[src/rtl/cv32e40x_ex_result_stage_if.sv]
// EX-to-WB result interface: EX-side request/FU signals, forwarding, and the buffered head toward WB.
// The stage itself connects through the slave modport; the EX/WB environment uses the master modport.
interface cv32e40x_ex_result_stage_if #(
  parameter int XLEN   = 32,
  parameter int NUM_FU = 3,
  parameter int DEPTH  = 2
);
  localparam int CW = $clog2(DEPTH + 1);

  logic                   halt_i;
  logic                   kill_i;
  logic                   flush_i;
  logic                   in_valid_i;
  logic [NUM_FU-1:0]      in_fu_sel_i;
  logic                   in_rf_we_i;
  logic [4:0]             in_rf_waddr_i;
  logic [XLEN-1:0]        in_pc_i;
  logic [NUM_FU-1:0]      fu_ready_i;
  logic [NUM_FU*XLEN-1:0] fu_result_i;
  logic                   in_ready_o;
  logic                   fwd_we_o;
  logic [4:0]             fwd_waddr_o;
  logic [XLEN-1:0]        fwd_wdata_o;
  logic                   out_valid_o;
  logic                   out_ready_i;
  logic                   out_rf_we_o;
  logic [4:0]             out_rf_waddr_o;
  logic [XLEN-1:0]        out_rf_wdata_o;
  logic [XLEN-1:0]        out_pc_o;
  logic [CW-1:0]          count_o;
  logic                   sel_err_o;

  modport master (
    output halt_i, kill_i, flush_i, in_valid_i, in_fu_sel_i, in_rf_we_i, in_rf_waddr_i,
           in_pc_i, fu_ready_i, fu_result_i, out_ready_i,
    input  in_ready_o, fwd_we_o, fwd_waddr_o, fwd_wdata_o, out_valid_o, out_rf_we_o,
           out_rf_waddr_o, out_rf_wdata_o, out_pc_o, count_o, sel_err_o
  );

  modport slave (
    input  halt_i, kill_i, flush_i, in_valid_i, in_fu_sel_i, in_rf_we_i, in_rf_waddr_i,
           in_pc_i, fu_ready_i, fu_result_i, out_ready_i,
    output in_ready_o, fwd_we_o, fwd_waddr_o, fwd_wdata_o, out_valid_o, out_rf_we_o,
           out_rf_waddr_o, out_rf_wdata_o, out_pc_o, count_o, sel_err_o
  );
endinterface

[src/rtl/cv32e40x_ex_result_stage.sv]
// EX result stage: selects the finishing FU's result, forwards it to ID, and queues it
// in a small circular EX/WB buffer whose head is presented to WB from registers.
module cv32e40x_ex_result_stage #(
  parameter int XLEN   = 32,
  parameter int NUM_FU = 3,
  parameter int DEPTH  = 2
) (
  input logic                        clk,
  input logic                        rst_n,
  cv32e40x_ex_result_stage_if.slave  bus
);
  localparam int CW = $clog2(DEPTH + 1);
  localparam int PW = (DEPTH > 1) ? $clog2(DEPTH) : 1;

  typedef struct packed {
    logic            we;
    logic [4:0]      waddr;
    logic [XLEN-1:0] wdata;
    logic [XLEN-1:0] pc;
  } entry_t;

  entry_t          mem [DEPTH];
  logic [PW-1:0]   wptr_q;
  logic [PW-1:0]   rptr_q;
  logic [CW-1:0]   count_q;

  logic            sel_rdy;
  logic            sel_err;
  logic [XLEN-1:0] sel_or;
  logic [XLEN-1:0] result;
  logic            in_ready;
  logic            push;
  logic            pop;
  entry_t          wr_entry;

  // NOTE: combinational outputs get a default before any conditional update so no latch is inferred.
  always_comb begin
    sel_rdy = 1'b1;
    sel_or  = '0;
    for (int k = 0; k < NUM_FU; k++) begin
      if (bus.in_fu_sel_i[k]) begin
        if (!bus.fu_ready_i[k]) sel_rdy = 1'b0;
        sel_or = sel_or | bus.fu_result_i[k*XLEN +: XLEN];
      end
    end
  end

  // A multi-hot select is a decode error; its OR'ed result must never reach the register file.
  assign sel_err  = bus.in_valid_i && ($countones(bus.in_fu_sel_i) > 1);
  assign result   = sel_err ? '0 : sel_or;

  assign in_ready = sel_rdy && !bus.halt_i && ((count_q < CW'(DEPTH)) || bus.out_ready_i);
  assign push     = bus.in_valid_i && in_ready && !bus.kill_i && !bus.flush_i;
  assign pop      = (count_q != '0) && bus.out_ready_i;

  always_comb begin
    wr_entry.we    = bus.in_rf_we_i;
    wr_entry.waddr = bus.in_rf_we_i ? bus.in_rf_waddr_i : 5'd0;
    wr_entry.wdata = bus.in_rf_we_i ? result : '0;
    wr_entry.pc    = bus.in_pc_i;
  end

  function automatic logic [PW-1:0] ptr_inc(input logic [PW-1:0] p);
    return (p == PW'(DEPTH - 1)) ? '0 : p + 1'b1;
  endfunction

  // NOTE: sequential state uses non-blocking assignments so every register samples pre-edge values.
  always_ff @(posedge clk or negedge rst_n) begin
    if (!rst_n) begin
      wptr_q  <= '0;
      rptr_q  <= '0;
      count_q <= '0;
      // NOTE: the buffer entries are reset too, so the head outputs read as zero out of reset.
      for (int i = 0; i < DEPTH; i++) mem[i] <= '0;
    end else if (bus.flush_i) begin
      wptr_q  <= '0;
      rptr_q  <= '0;
      count_q <= '0;
    end else begin
      if (push) begin
        mem[wptr_q] <= wr_entry;
        wptr_q      <= ptr_inc(wptr_q);
      end
      if (pop) rptr_q <= ptr_inc(rptr_q);
      if (push && !pop)      count_q <= count_q + 1'b1;
      else if (pop && !push) count_q <= count_q - 1'b1;
    end
  end

  assign bus.in_ready_o     = in_ready;
  assign bus.sel_err_o      = sel_err;
  assign bus.fwd_we_o       = bus.in_valid_i && bus.in_rf_we_i && !bus.kill_i;
  assign bus.fwd_waddr_o    = bus.in_rf_waddr_i;
  assign bus.fwd_wdata_o    = result;

  assign bus.count_o        = count_q;
  assign bus.out_valid_o    = (count_q != '0);
  assign bus.out_rf_we_o    = mem[rptr_q].we;
  assign bus.out_rf_waddr_o = mem[rptr_q].waddr;
  assign bus.out_rf_wdata_o = mem[rptr_q].wdata;
  assign bus.out_pc_o       = mem[rptr_q].pc;
endmodule

[src/flat_wrapper.sv]
// flat-port wrapper written by rule: the top's interface ports become plain ports
module cv32e40x_ex_result_stage_flat 
#(
  parameter int XLEN   = 32,
  parameter int NUM_FU = 3,
  parameter int DEPTH  = 2
)
  (clk, rst_n, bus_halt_i, bus_kill_i, bus_flush_i, bus_in_valid_i, bus_in_fu_sel_i, bus_in_rf_we_i, bus_in_rf_waddr_i, bus_in_pc_i, bus_fu_ready_i, bus_fu_result_i, bus_out_ready_i, bus_in_ready_o, bus_fwd_we_o, bus_fwd_waddr_o, bus_fwd_wdata_o, bus_out_valid_o, bus_out_rf_we_o, bus_out_rf_waddr_o, bus_out_rf_wdata_o, bus_out_pc_o, bus_count_o, bus_sel_err_o);
  cv32e40x_ex_result_stage_if #(.XLEN(XLEN), .NUM_FU(NUM_FU), .DEPTH(DEPTH)) bus_i ();
  input logic clk;
  input logic rst_n;
  input wire logic [$bits(bus_i.halt_i)-1:0] bus_halt_i;
  input wire logic [$bits(bus_i.kill_i)-1:0] bus_kill_i;
  input wire logic [$bits(bus_i.flush_i)-1:0] bus_flush_i;
  input wire logic [$bits(bus_i.in_valid_i)-1:0] bus_in_valid_i;
  input wire logic [$bits(bus_i.in_fu_sel_i)-1:0] bus_in_fu_sel_i;
  input wire logic [$bits(bus_i.in_rf_we_i)-1:0] bus_in_rf_we_i;
  input wire logic [$bits(bus_i.in_rf_waddr_i)-1:0] bus_in_rf_waddr_i;
  input wire logic [$bits(bus_i.in_pc_i)-1:0] bus_in_pc_i;
  input wire logic [$bits(bus_i.fu_ready_i)-1:0] bus_fu_ready_i;
  input wire logic [$bits(bus_i.fu_result_i)-1:0] bus_fu_result_i;
  input wire logic [$bits(bus_i.out_ready_i)-1:0] bus_out_ready_i;
  output wire logic [$bits(bus_i.in_ready_o)-1:0] bus_in_ready_o;
  output wire logic [$bits(bus_i.fwd_we_o)-1:0] bus_fwd_we_o;
  output wire logic [$bits(bus_i.fwd_waddr_o)-1:0] bus_fwd_waddr_o;
  output wire logic [$bits(bus_i.fwd_wdata_o)-1:0] bus_fwd_wdata_o;
  output wire logic [$bits(bus_i.out_valid_o)-1:0] bus_out_valid_o;
  output wire logic [$bits(bus_i.out_rf_we_o)-1:0] bus_out_rf_we_o;
  output wire logic [$bits(bus_i.out_rf_waddr_o)-1:0] bus_out_rf_waddr_o;
  output wire logic [$bits(bus_i.out_rf_wdata_o)-1:0] bus_out_rf_wdata_o;
  output wire logic [$bits(bus_i.out_pc_o)-1:0] bus_out_pc_o;
  output wire logic [$bits(bus_i.count_o)-1:0] bus_count_o;
  output wire logic [$bits(bus_i.sel_err_o)-1:0] bus_sel_err_o;
  assign bus_i.halt_i = bus_halt_i;
  assign bus_i.kill_i = bus_kill_i;
  assign bus_i.flush_i = bus_flush_i;
  assign bus_i.in_valid_i = bus_in_valid_i;
  assign bus_i.in_fu_sel_i = bus_in_fu_sel_i;
  assign bus_i.in_rf_we_i = bus_in_rf_we_i;
  assign bus_i.in_rf_waddr_i = bus_in_rf_waddr_i;
  assign bus_i.in_pc_i = bus_in_pc_i;
  assign bus_i.fu_ready_i = bus_fu_ready_i;
  assign bus_i.fu_result_i = bus_fu_result_i;
  assign bus_i.out_ready_i = bus_out_ready_i;
  assign bus_in_ready_o = bus_i.in_ready_o;
  assign bus_fwd_we_o = bus_i.fwd_we_o;
  assign bus_fwd_waddr_o = bus_i.fwd_waddr_o;
  assign bus_fwd_wdata_o = bus_i.fwd_wdata_o;
  assign bus_out_valid_o = bus_i.out_valid_o;
  assign bus_out_rf_we_o = bus_i.out_rf_we_o;
  assign bus_out_rf_waddr_o = bus_i.out_rf_waddr_o;
  assign bus_out_rf_wdata_o = bus_i.out_rf_wdata_o;
  assign bus_out_pc_o = bus_i.out_pc_o;
  assign bus_count_o = bus_i.count_o;
  assign bus_sel_err_o = bus_i.sel_err_o;
  cv32e40x_ex_result_stage #(.XLEN(XLEN), .NUM_FU(NUM_FU), .DEPTH(DEPTH)) u_core (.clk(clk), .rst_n(rst_n), .bus(bus_i));
endmodule
[config.mk]
export PLATFORM = sky130hd
export DESIGN_NAME = cv32e40x_ex_result_stage_flat
export DESIGN_NICKNAME = d
export VERILOG_FILES = /design/src/rtl/cv32e40x_ex_result_stage_if.sv /design/src/rtl/cv32e40x_ex_result_stage.sv /design/src/flat_wrapper.sv
export SDC_FILE = /design/constraint.sdc
export NUM_CORES = 1
export LEC_CHECK = 0
export BUFFER_PORTS_ARGS = -buffer_cell sky130_fd_sc_hd__buf_4
export CORE_MARGIN = 3
export CORE_UTILIZATION = 35
export DETAILED_ROUTE_END_ITERATION = 10
export GPL_ROUTABILITY_DRIVEN = 0
export MAX_ROUTING_LAYER = met4
export SYNTH_ARGS = -nofsm -noshare
export SYNTH_HDL_FRONTEND = slang
export SYNTH_SLANG_ARGS = --single-unit
[constraint.sdc]
create_clock -name clk -period 5.3 [get_ports clk]
set_input_delay 1.06 -clock clk [delete_from_list [all_inputs] [get_ports clk]]
set_output_delay 1.06 -clock clk [all_outputs]
set_load 0.05 [all_outputs]
# --- Yosys cells after proc, flatten, opt, wreduce, memory -nomap -nowiden ---
# Cells that the tools add are included.
op_classes:
  n_reduce_logical: 23
  mux: 27
  n_addsub: 6
  bitwise: 5
  magnitude_cmp: 5
op_table:
  columns: ["op", "count"]
  rows:
  - ["70-bit 2-to-1 mux", 4]
  - ["32-bit 2-to-1 mux", 5]
  - ["140-bit bitwise mux", 1]
  - ["70-bit demux with 1-bit select", 1]
  - ["32-bit OR", 2]
  - ["32-bit by 1-bit adder with 32-bit output", 1]
  - ["32-bit by 2-bit > comparator with 1-bit output, second input constant", 1]
  - ["1-bit logical AND", 12]
  - ["1-bit 2-to-1 mux", 12]
  - ["2-bit 2-to-1 mux", 3]
  - ["2-bit nonzero test", 3]
  - ["1-bit zero test", 5]
  - ["5-bit 2-to-1 mux", 1]
  - ["2-bit greater-or-equal comparator, second input constant", 2]
  - ["1-bit NOT with 2-bit output", 2]
  - ["3-bit nonzero test", 1]
  - ["1-bit adder, second input constant", 2]
  - ["1-bit by 1-bit adder with 2-bit output", 1]
  - ["2-bit by 1-bit adder with 2-bit output, second input constant", 1]
  - ["2-bit by 1-bit less-than comparator with 1-bit output, second input constant", 1]
  - ["2-bit less-than comparator, second input constant", 1]
  - ["2-bit AND reduction", 1]
  - ["2-bit by 1-bit subtractor with 2-bit output, second input constant", 1]
  - ["1-bit logical OR", 1]
  - ["1-bit NOT", 1]
word_totals:
  word_cells: 77
  ff_bits: 144
  input_bits: 147
  out_inout_bits: 113

# --- Depth between registers and ports, before layout ---
# Gate-level depths: netlist of run 1.
logic_depth:
  depth_word: 16
  ltp_mapped: 7
  mapped_depth_nobuf: 5

# --- Least setup slack after synthesis of run 1 ---
# OpenSTA, ideal clock, no wires.
synth_path:
  kind: "input to output"
  startpoint: "in bus_in_fu_sel_i[0]"
  endpoint: "out bus_fwd_wdata_o[12]"
  arrival_time_ps: 2784
  t_required_ps: 4240
  stages: 5
  n_path_buf: 1
  setup_slack_ps: 1456
  path_cell_list: "ha_1 > a21oi_1 > nor2_1 > clkbuf_1 > nor2_1"
synth_via:
  word_cells_on_any_way: 10
  classes_between: "add/sub: 2; order compare: 1; mux: 4; bitwise: 2; reduce/logical: 1"
synth_rtl:
  columns: ["element", "line", "source"]
  rows:
  - ["from (decl)", "flat_wrapper.sv:16", "input wire logic [$bits(bus_i.in_fu_sel_i)-1:0] bus_in_fu_sel_i;"]
  - ["1-bit by 1-bit adder with 2-bit output (not written as such)", "cv32e40x_ex_result_stage.sv:49", "assign sel_err = bus.in_valid_i && ($countones(bus.in_fu_sel_i) > 1);"]
  - ["32-bit by 1-bit adder with 32-bit output (not written as such)", "cv32e40x_ex_result_stage.sv:49", null]
  - ["32-bit by 2-bit > comparator with 1-bit output", "cv32e40x_ex_result_stage.sv:49", null]
  - ["1-bit logical AND", "cv32e40x_ex_result_stage.sv:49", null]
  - ["named net bus_sel_err_o", "flat_wrapper.sv:33", "output wire logic [$bits(bus_i.sel_err_o)-1:0] bus_sel_err_o;"]
  - ["32-bit 2-to-1 mux", "cv32e40x_ex_result_stage.sv:50", "assign result = sel_err ? '0 : sel_or;"]
  - ["to (decl)", "flat_wrapper.sv:26", "output wire logic [$bits(bus_i.fwd_wdata_o)-1:0] bus_fwd_wdata_o;"]
# The timed path passes the listed nets, and every way through them passes these cells.

# --- Worst setup path after layout of run 1 ---
layout_path:
  startpoint: "in bus_in_fu_sel_i[0]"
  endpoint: "out bus_fwd_wdata_o[26]"
layout_via:
  elab_chain_cells: 6
  word_cells_on_any_way: 10
  classes_between: "add/sub: 2; order compare: 1; mux: 4; bitwise: 2; reduce/logical: 1"
layout_lines:
  columns: ["element", "line"]
  rows:
  - ["branches (longest 5 deep; another with 32-bit by 1-bit adder with 32-bit output)", null]
  - ["32-bit 2-to-1 mux *", "cv32e40x_ex_result_stage.sv:50"]
# Every way passes the cells marked *.

==> reports/summary.txt, run 1 <==
Status = finished clean
Post-Route M1 WL = 8290 µm
Fraction of layout cells with a size suffix above 1 = 65.4%
Initial drt markers = 329
Worst Setup EP = bus_fwd_wdata_o[26]
Max FO, Critical Path = 34
DP Worst Slack = 1410 ps
Power per cell area = 387 nW/µm²
Primary FF master, synth = dfrtp_1
Cells after synthesis = 535
IO Port Bufs = 259
Initial core utilization = 35.8%
Number of library cell types mapped by synthesis = 31
Sequential area share after synthesis = 49.4%
Post-route ant nets = 0
CTS tree = done
Layout Nets = 922
CTS Buf Count = 17
Met3 Routed Length = 1360 µm
Worst Path Required = 4240 ps
First-pass GRT wire length = 31300 µm
Leak = 0.00521 µW
Clock buffer depth = 2
Vias in the first global route = 5728
Post-synthesis cell area = 7290 µm²
Count leader, synth = dfrtp_1
Min-Delay Path Class = flop to flop
Via Count = 5376
Horiz. Die Dim = 150 µm
Fin crit share = 71.3%
Avg WL per Cell = 19.2 µm
Post-synth top area share = 49.4%
Setup-failing EPs final = 0
I/O Pins = 260
Final Power = 3860 µW
FMAX = 265 MHz
Initial antenna violation count = 1
Synth area leaders = dfrtp_1 (49%), mux2_2 (22%), mux2_4 (14%)
Max Slew Vio Count = 0
Clk slew on worst S/H paths = 60 ps
Synth top cells by count = dfrtp_1 (144), mux2_2 (140), mux2_4 (70), nor2_1 (66)
Postcts setup bufs = 0
Worst EP arrival = 2720 ps
R2R depth = 5
Critical path capture point type = output port
Crit path top cell by count = buf_4
GRT overflow = 0
Post-cts sizing count = 0
Pint = 2480 µW
Syn nets = 683
Row cnt = 52
Area Growth Syn to Fin = 36.6%
Synthesis Warnings = 0
Flop pwr share = 34.1%
Largest net degree at the start of global routing = 72
Top sig layer = met4
Post-layout min period = 3780 ps
RSZ-0062 raised after global routing = no
Clock Skews = 7.86 ps
Top cell type by total area after synthesis = dfrtp_1
Net Sw Power = 1380 µW
MaxCap Viol Count = 0
Net Sw Frac = 35.7%
Worst Setup SP = bus_in_fu_sel_i[0]
Crit path largest cell delay = 350 ps
Synth async-reset ratio = 100%
Final WS setup = 1520 ps
Clk pwr share = 30.3%
Total length of routed wires = 20200 µm
Die Height = 150 µm
N_diodes = 0
Metal2 WL = 10300 µm
Peak supply drop = 0.000153 V
FILL cells = 1818
Number of flops mapped to enable cells by yosys = 0
Fin Setup TNS = 0 ps
Critical path type = input port to output port
H-Tree Depth = 4
Syn Area/Cell = 13.6 µm²
First-pass detailed-route iteration total = 5
Worst path cell trace = buf_4, ha_1, a21oi_1, nor2_2, buf_4, nor2_1, buf_4
Die area = 22600 µm²
Core Box Area = 20400 µm²
Critical-path top delay cell = buf_4
Worst setup SP type = input port
Number of synthesized register bits = 144
DRC = 0
Hold Violations, Final = 0
RR Startpoint = u_core.bus.count_o[1]
Overall Global Routing Usage = 18.5%
CTS Hold Bufs = 0
CTS Sinks = 144
Worst R2R Setup Slack = 2510 ps
Reg2reg end = u_core.mem[112]
Comb pwr share = 35.6%
Root Driver = clkbuf_16
DPL Wire Length = 14400 µm
Avg Vias per Cell = 5.09
Worst-skew pair later-pin latency = 420 ps
Least-Margin Pin Slew = 1080 ps
Max-slew headroom = 28.1%
-- metal layers --
metal	track usage, %	vias to the layer above
met5	-	-
met4	5.12	0
met3	4.06	16
met2	30.3	225
met1	23.0	2694
li1	-	2441
-- area by class of cell --
| cell class | instances | area, µm² | area share (%) |
|---|---|---|---|
| clock buffer | 18 | 429 | 4.31 |
| clock inverter | 14 | 144 | 1.44 |
| inverter | 4 | 15.0 | 0.151 |
| multi-input combinational | 341 | 3430 | 34.4 |
| sequential | 144 | 3610 | 36.2 |
| tap | 270 | 338 | 3.39 |
| timing repair buffer | 266 | 2000 | 20.1 |
-- critical path: cells and delay by family --
family,cells,cell delay [ps]
AOI/OAI and AO/OA,1,90
adders and majority gates,1,320
buffers and inverters,3,780
and+or+nand+nor,2,430
-- worst min path at each step --
| stage | slack, ps | end | from | cells past startpoint |
|---|---|---|---|---|
| after global placement | 480 | u_core.mem[23] | u_core.mem[23] | 1 |
| final | 500 | u_core.mem[1] | u_core.mem[1] | 1 |
| after global routing | 510 | u_core.mem[36] | u_core.mem[36] | 1 |
| after floorplan | 470 | u_core.mem[0] | u_core.mem[0] | 1 |
| after detailed placement | 490 | u_core.mem[67] | u_core.mem[67] | 1 |
| after CTS | 500 | u_core.mem[67] | u_core.mem[67] | 1 |
-- per-stage QoR --
stage	cell area (µm²)	hold WS, ps	util (%)	cells
finish	9960	498	48.9	1057
global route	9960	512	48.9	1057
CTS	9960	501	48.9	1057
detailed placement	9390	487	46.1	1025
global placement	9390	481	46.1	1025
floorplan	7290	474	-	535
-- state kept, by name (all words and copies together), names as in the netlist --
signal	flops
u_core.wptr_q	1
u_core.mem	140
u_core.bus.count_o	2
u_core.rptr_q	1
-- power by group through the flow --
stage | combinational, µW | sequential (µW) | clock [µW]
floorplan | 965 | 1310 | 0
global placement | 1380 | 1320 | 0
CTS | 1390 | 1320 | 1200
global route | 1440 | 1340 | 1260
detailed placement | 1390 | 1330 | 0
finish | 1370 | 1320 | 1170
-- cells by family (layout without fill, tap and decap cells) --
kind of cell | after synthesis | in the layout | synth area share, %
AO/OA/AOI/OAI | 42 | 42 | 5.28
XOR/XNOR | 1 | 1 | 0.120
adder cells (fa/ha/maj) | 1 | 1 | 0.171
buffers and inverters | 50 | 302 | 3.70
flip-flops | 144 | 144 | 49.4
multiplexers | 210 | 210 | 36.0
AND/OR/NAND/NOR | 87 | 87 | 5.30
-- placed cells by master, fill, tap and decap left out, types with 5 or more instances in the layout --
cell type	netlist	routed
and2_1	5	5
clkinv_2	0	5
clkbuf_16	0	17
a222oi_1	32	32
buf_4	6	265
dfrtp_1	144	143
clkinv_4	0	5
mux2_4	70	70
mux2_2	140	140
nor2_1	66	65
(Power assumes the default switching activity.)
==> inputs of run 2 (changes only) <==
ABC_AREA = 1   (was not set)
clock period = 3.2 ns   (was 5.3 ns; I/O delays follow)
==> run 2 against run 1 <==
Effect of this change: area after synthesis is 3.2% higher; sequential power is 75% higher; largest cell class unchanged; largest power group unchanged; count of clock-buffer cells in the layout is 5 higher; worst setup slack worse by 1000 ps; first-iteration DRC count is 57% higher; hold slack worse by 230 ps; combinational power is 88% higher; cell area is 2.8% higher; synthesized cell count is 90% higher.
==> reports/summary.txt, run 2 <==
Status = finished clean
CTS Buf Count = 17 (unchanged)
Clk slew on worst S/H paths = 60 ps (about the same)
Post-synthesis cell area = 7530 µm² (+3.2%)
N_diodes = 0 (unchanged)
GRT overflow = 0 (unchanged)
Fraction of layout cells with a size suffix above 1 = 28.7% (-37 points)
Post-cts sizing count = 0 (unchanged)
Worst Path Required = 2560 ps (-1680 ps)
Overall Global Routing Usage = 19.0% (+0.52 points)
Post-route ant nets = 0 (unchanged)
Via Count = 7021 (+31%)
Avg WL per Cell = 14.1 µm (-26%)
Crit path largest cell delay = 290 ps (-60 ps)
Post-Route M1 WL = 9590 µm (+16%)
DP Worst Slack = 498 ps (-912 ps)
Core Box Area = 21100 µm² (+3.6%)
Max reg flops = 140 (unchanged)
Worst EP arrival = 2050 ps (-670 ps)
Hold Violations, Final = 0 (unchanged)
Most frequent cells in the layout = nand2_1 (506), buf_4 (270), dfrtp_1 (143)
Fin crit share = 84.0%
Synth top cells by count = nand2_1 (506), dfrtp_1 (144), o21ai_1 (100), inv_1 (78), nand3_1 (35)
MaxCap Viol Count = 0 (unchanged)
R2R depth = 7 (+2)
Met3 Routed Length = 1060 µm (-22%)
CTS tree = done
Synth async-reset ratio = 100% (unchanged)
Die Height = 153 µm (+1.5%)
Worst setup SP type = input port
Syn nets = 1167 (+71%)
Root Driver = clkbuf_16
Reg2reg end = u_core.mem[23]
First-pass GRT wire length = 35100 µm (+12%)
Row cnt = 53 (+1.9%)
Post-synth top area share = 47.9% (-1.5 points)
Worst-skew pair later-pin latency = 420 ps (about the same)
Critical path capture point type = output port
I/O Pins = 260 (unchanged)
CTS Hold Bufs = 0 (unchanged)
Synthesis Warnings = 0 (unchanged)
Layout Nets = 1396 (+51%)
Worst path cell trace = buf_4, ha_1, nand2_1, a21oi_1, inv_1, buf_12, nand2_1, inv_1, buf_4
Setup-failing EPs final = 0 (unchanged)
Avg Vias per Cell = 4.57 (-10%)
Initial antenna violation count = 0 (-1)
Total length of routed wires = 21600 µm (+6.8%)
Count leader, synth = nand2_1
Worst R2R Setup Slack = 1190 ps (-1320 ps)
Number of library cell types mapped by synthesis = 26 (-16%)
Initial drt markers = 518 (+57%)
Post-layout min period = 2690 ps
Least-Margin Pin Slew = 771 ps (-307 ps)
DRC = 0 (unchanged)
Commonest non-fill, non-tap cell in the layout = nand2_1
Biggest register = u_core.mem
Die area = 23300 µm² (+3.1%)
Sequential area share after synthesis = 47.9% (-1.5 points)
Final WS setup = 513 ps (-1010 ps)
Critical-path top delay cell = ha_1
RSZ-0062 raised after global routing = no
Peak supply drop = 0.000252 V (+64%)
Postcts setup bufs = 0 (unchanged)
FMAX = 372 MHz
Top cell type by total area after synthesis = dfrtp_1
Max FO, Critical Path = 24 (-29%)
Syn Area/Cell = 7.39 µm² (-46%)
Horiz. Die Dim = 153 µm (+1.5%)
Top sig layer = met4
Clock buffer depth = 2 (unchanged)
Largest net degree at the start of global routing = 81 (+13%)
Power per cell area = 683 nW/µm² (+76%)
Placed instance area = 9610 µm² (+2.4%)
Clock Skews = 7.52 ps (-0.346 ps)
Critical path type = input port to output port
Min-Delay Path Class = input port to async pin
Max-slew headroom = 48.6% (+20 points)
Area Growth Syn to Fin = 36.1%
Number of synthesized register bits = 144 (unchanged)
Number of flops mapped to enable cells by yosys = 0 (unchanged)
Leak = 0.00566 µW (+8.6%)
Hold Slack = 269 ps (-229 ps)
Max Slew Vio Count = 0 (unchanged)
Fin Setup TNS = 0 ps (unchanged)
Synth area leaders = dfrtp_1 (48%), nand2_1 (25%), o21ai_1 (6.6%)
DPL Wire Length = 15400 µm (+6.5%)
H-Tree Depth = 4 (unchanged)
Metal2 WL = 10600 µm (+2.7%)
RR Startpoint = u_core.bus.count_o[1]
IO Port Bufs = 259 (unchanged)
Primary FF master, synth = dfrtp_1
Vias in the first global route = 6903 (+21%)
CTS Sinks = 144 (unchanged)
Final Instance Area = 10200 µm² (+2.8%)
Final Power = 7000 µW (+81%)
First-pass detailed-route iteration total = 5 (unchanged)
Cells after synthesis = 1019 (+90%)
Initial core utilization = 35.7% (-0.12 points)
## run 2: how the worst max path moves through the flow
stage                        from             endpoint  slack (ps)  cells past startpoint
6_report       bus_in_fu_sel_i[0]   bus_fwd_wdata_o[6]         510                      9
5_1_grt        bus_in_fu_sel_i[0]   bus_fwd_wdata_o[2]         400                      9
4_1_cts        bus_in_fu_sel_i[0]   bus_fwd_wdata_o[6]         510                      9
3_5_place_dp   bus_in_fu_sel_i[0]   bus_fwd_wdata_o[6]         500                      9
3_3_place_gp   bus_in_fu_sel_i[0]  bus_fwd_wdata_o[31]         560                      9
2_1_floorplan  bus_in_fu_sel_i[0]   bus_fwd_wdata_o[0]         140                      7
## run 2: metrics by stage
stage,utilization [%],cells
after detailed placement,45.6,1504
after global routing,48.6,1536
after CTS,48.6,1536
after floorplan,-,1019
after global placement,45.6,1504
final,48.6,1536
## run 2: cell type report
type,count,area (µm²)
Clock buffer,23,478
Clock inverter,9,154
Fill cell,2168,10800
Inverter,81,304
Multi-Input combinational cell,725,3160
Sequential cell,144,3600
Tap cell,275,344
Timing Repair Buffer,279,2200
## run 2: routing by layer
layer | up-vias | GRT usage [%]
met5 | - | -
met4 | 0 | 5.90
met3 | 22 | 3.38
met2 | 211 | 30.7
met1 | 3186 | 24.4
li1 | 3602 | -
## run 2: logic make-up (layout without fill, tap and decap cells)
group,Yosys count,after routing,synth area share (%)
simple gates,578,578,31.0
buf+inv,150,392,10.3
compound gates,146,146,10.7
flops,144,144,47.9
fa+ha+maj,1,1,0.166
## run 2: critical path, delay by kind of cell
family / cells / cell delay [ps]
adders and majority gates: 1 / 290
buffers and inverters: 5 / 880
AOI/OAI and AO/OA: 1 / 70
and+or+nand+nor: 2 / 140
## run 2: power by group
group	internal [µW]	leakage (µW)	total, µW	switching, µW
Combinational	804	0.00346	2570	1760
Clock	1370	0.000304	2120	753
Sequential	2130	0.00190	2310	185
==> inputs of run 3 (changes only) <==
clock period = 2.78 ns   (was 3.2 ns; I/O delays follow)
==> run 3 against run 2 <==
Effect of this change: routed wire length shrank 1.1%; largest power group unchanged; register-to-register slack lost 190 ps; sequential share of layout area is 0.38 points higher; cell area fell by 1.1%; clock power rose by 4%; global-route usage down 0.052 points; sequential power rose by 15%; critical path depth stayed put; largest cell class unchanged; core utilization is 0.52 points lower; final cell count down 0.33%.
==> reports/summary.txt, run 3 (synthesis gave the netlist of run 2 again) <==
Status = finished clean
Postcts setup bufs = 0 (unchanged)
Net Sw Power = 3100 µW (+15%)
Crit path largest cell delay = 280 ps (about the same)
Max FO, Critical Path = 22 (-8.3%)
MaxCap Viol Count = 0 (unchanged)
Pint = 4720 µW (+9.8%)
Multi-input gate area = 3170 µm² (+0.12%)
Placed instance area = 9560 µm² (-0.53%)
Row cnt = 53 (unchanged)
Initial drt markers = 353 (-32%)
FMAX = 426 MHz
Fin cells = 1531 (-0.33%)
Setup-failing EPs final = 0 (unchanged)
Biggest register = u_core.mem
Max Slew Vio Count = 0 (unchanged)
First-pass detailed-route iteration total = 5 (unchanged)
Leak = 0.00561 µW (-0.96%)
IO Port Bufs = 259 (unchanged)
Hold Slack = 69.5 ps (-199 ps)
Fin Setup TNS = 0 ps (unchanged)
Commonest non-fill, non-tap cell in the layout = nand2_1
Worst Path Required = 2220 ps (-340 ps)
Avg WL per Cell = 14.0 µm (-0.81%)
Layout Nets = 1392 (-0.29%)
Net Sw Frac = 39.7% (+1.0 points)
Worst setup SP type = input port
Avg Vias per Cell = 4.53 (-0.79%)
CTS tree = done
DRC = 0 (unchanged)
DPL Wire Length = 15000 µm (-2.1%)
Clk pwr share = 28.3% (-2.0 points)
Worst path cell trace = buf_4, ha_1, nand2_1, a21oi_2, inv_1, buf_4, nand2_1, inv_1, buf_4
Most frequent cells in the layout = nand2_1 (506), buf_4 (268), dfrtp_1 (143)
Horiz. Die Dim = 153 µm (unchanged)
GRT overflow = 0 (unchanged)
Register area = 3600 µm² (unchanged)
Met3 Routed Length = 978 µm (-7.6%)
Final Power = 7820 µW (+12%)
Hold Violations, Final = 0 (unchanged)
Critical-path top delay cell = ha_1
CTS Sinks = 144 (unchanged)
Critical path type = input port to output port
Root Driver = clkbuf_16
Max reg flops = 140 (unchanged)
Comb pwr share = 37.9% (+1.2 points)
Metal2 WL = 10500 µm (-1.1%)
Die area = 23300 µm² (unchanged)
CTS Hold Bufs = 0 (unchanged)
I/O Pins = 260 (unchanged)
Initial antenna violation count = 1 (+1)
First-pass GRT wire length = 35000 µm (-0.22%)
Clock Skews = 11.0 ps (+3.46 ps)
Fin crit share = 84.5%
Initial core utilization = 35.7% (unchanged)
Vias in the first global route = 6749 (-2.2%)
CTS Buf Count = 17 (unchanged)
Worst EP arrival = 1790 ps (-260 ps)
Core Box Area = 21100 µm² (unchanged)
Post-Route M1 WL = 9740 µm (+1.5%)
Fraction of layout cells with a size suffix above 1 = 28.6% (-0.10 points)
CP Buf/Inv Count = 5 (unchanged)
FILL cells = 2189 (+0.97%)
Area Growth Syn to Fin = 34.6%
Crit path top cell by count = buf_4
Post-layout min period = 2350 ps
Family with the most delay on the worst path = buffers and inverters
H-Tree Depth = 4 (unchanged)
Flop pwr share = 33.8% (+0.8 points)
Min-Delay Path Class = input port to async pin
Peak supply drop = 0.000299 V (+19%)
Clk slew on worst S/H paths = 60 ps (about the same)
Total length of routed wires = 21400 µm (-1.1%)
Post-route ant nets = 0 (unchanged)
Via Count = 6943 (-1.1%)
Top sig layer = met4
Clock buffer depth = 2 (unchanged)
Post-cts sizing count = 0 (unchanged)
Critical path capture point type = output port
Max-slew headroom = 64.2% (+16 points)
Die Height = 153 µm (unchanged)
Final Instance Area = 10100 µm² (-1.1%)
Overall Global Routing Usage = 18.9% (-0.052 points)
Power per cell area = 771 nW/µm² (+13%)
RSZ-0062 raised after global routing = no
Worst-skew pair later-pin latency = 410 ps (about the same)
Largest net degree at the start of global routing = 88 (+8.6%)
Inst Count DP = 1500 (-0.27%)
Least-Margin Pin Slew = 537 ps (-234 ps)
-- run 3: stage by stage --
step,utilization [%],setup slack (ps)
global placement,45.3,441
detailed placement,45.3,441
floorplan,-,53.8
finish,48.1,430
CTS,48.0,391
global route,48.1,303
-- run 3: worst paths after layout --
kind | from | endpoint | slack [ps] | depth (start not counted)
max | bus_in_fu_sel_i[0] | bus_fwd_wdata_o[4] | 430 | 9
min | rst_n | u_core.mem[26] | 70 | 1
max reg2reg | u_core.bus.count_o[1] | u_core.mem[14] | 1000 | 7
min reg2reg | u_core.mem[51] | u_core.mem[51] | 480 | 2
max in group asynchronous | rst_n | u_core.mem[123] | 1990 | 2
min in group clk | bus_in_pc_i[0] | u_core.mem[0] | 410 | 3
-- run 3: routing by layer --
metal  vias up  GRT usage (%)
li1       3593              -
met3        12           3.58
met4         0           5.09
met2       193           30.7
met5         -              -
met1      3145           24.4
-- run 3: cell type report --
| type | count | area share (%) |
|---|---|---|
| Antenna cell | 1 | 0.0247 |
| Clock buffer | 20 | 4.51 |
| Clock inverter | 10 | 1.12 |
| Inverter | 81 | 3.00 |
| Multi-Input combinational cell | 725 | 31.2 |
| Sequential cell | 144 | 35.6 |
| Tap cell | 275 | 3.40 |
| Timing Repair Buffer | 275 | 21.1 |
-- run 3: worst reg2reg max path, stage by stage, from the launching register on --
cell     delay [ps]
dfrtp_1         430
nand2_1         130
nand3_2          90
nor2_4          140
nand4_4         340
buf_12          330
nand2_1         130
o21ai_1          60
-- run 3: power by group through the flow --
stage	registers [µW]	logic (µW)	clock network (µW)
2_1_floorplan	2660	2080	0
3_3_place_gp	2660	2980	0
3_5_place_dp	2680	3000	0
4_1_cts	2640	3010	2280
5_1_grt	2690	3210	2370
6_report	2650	2960	2210
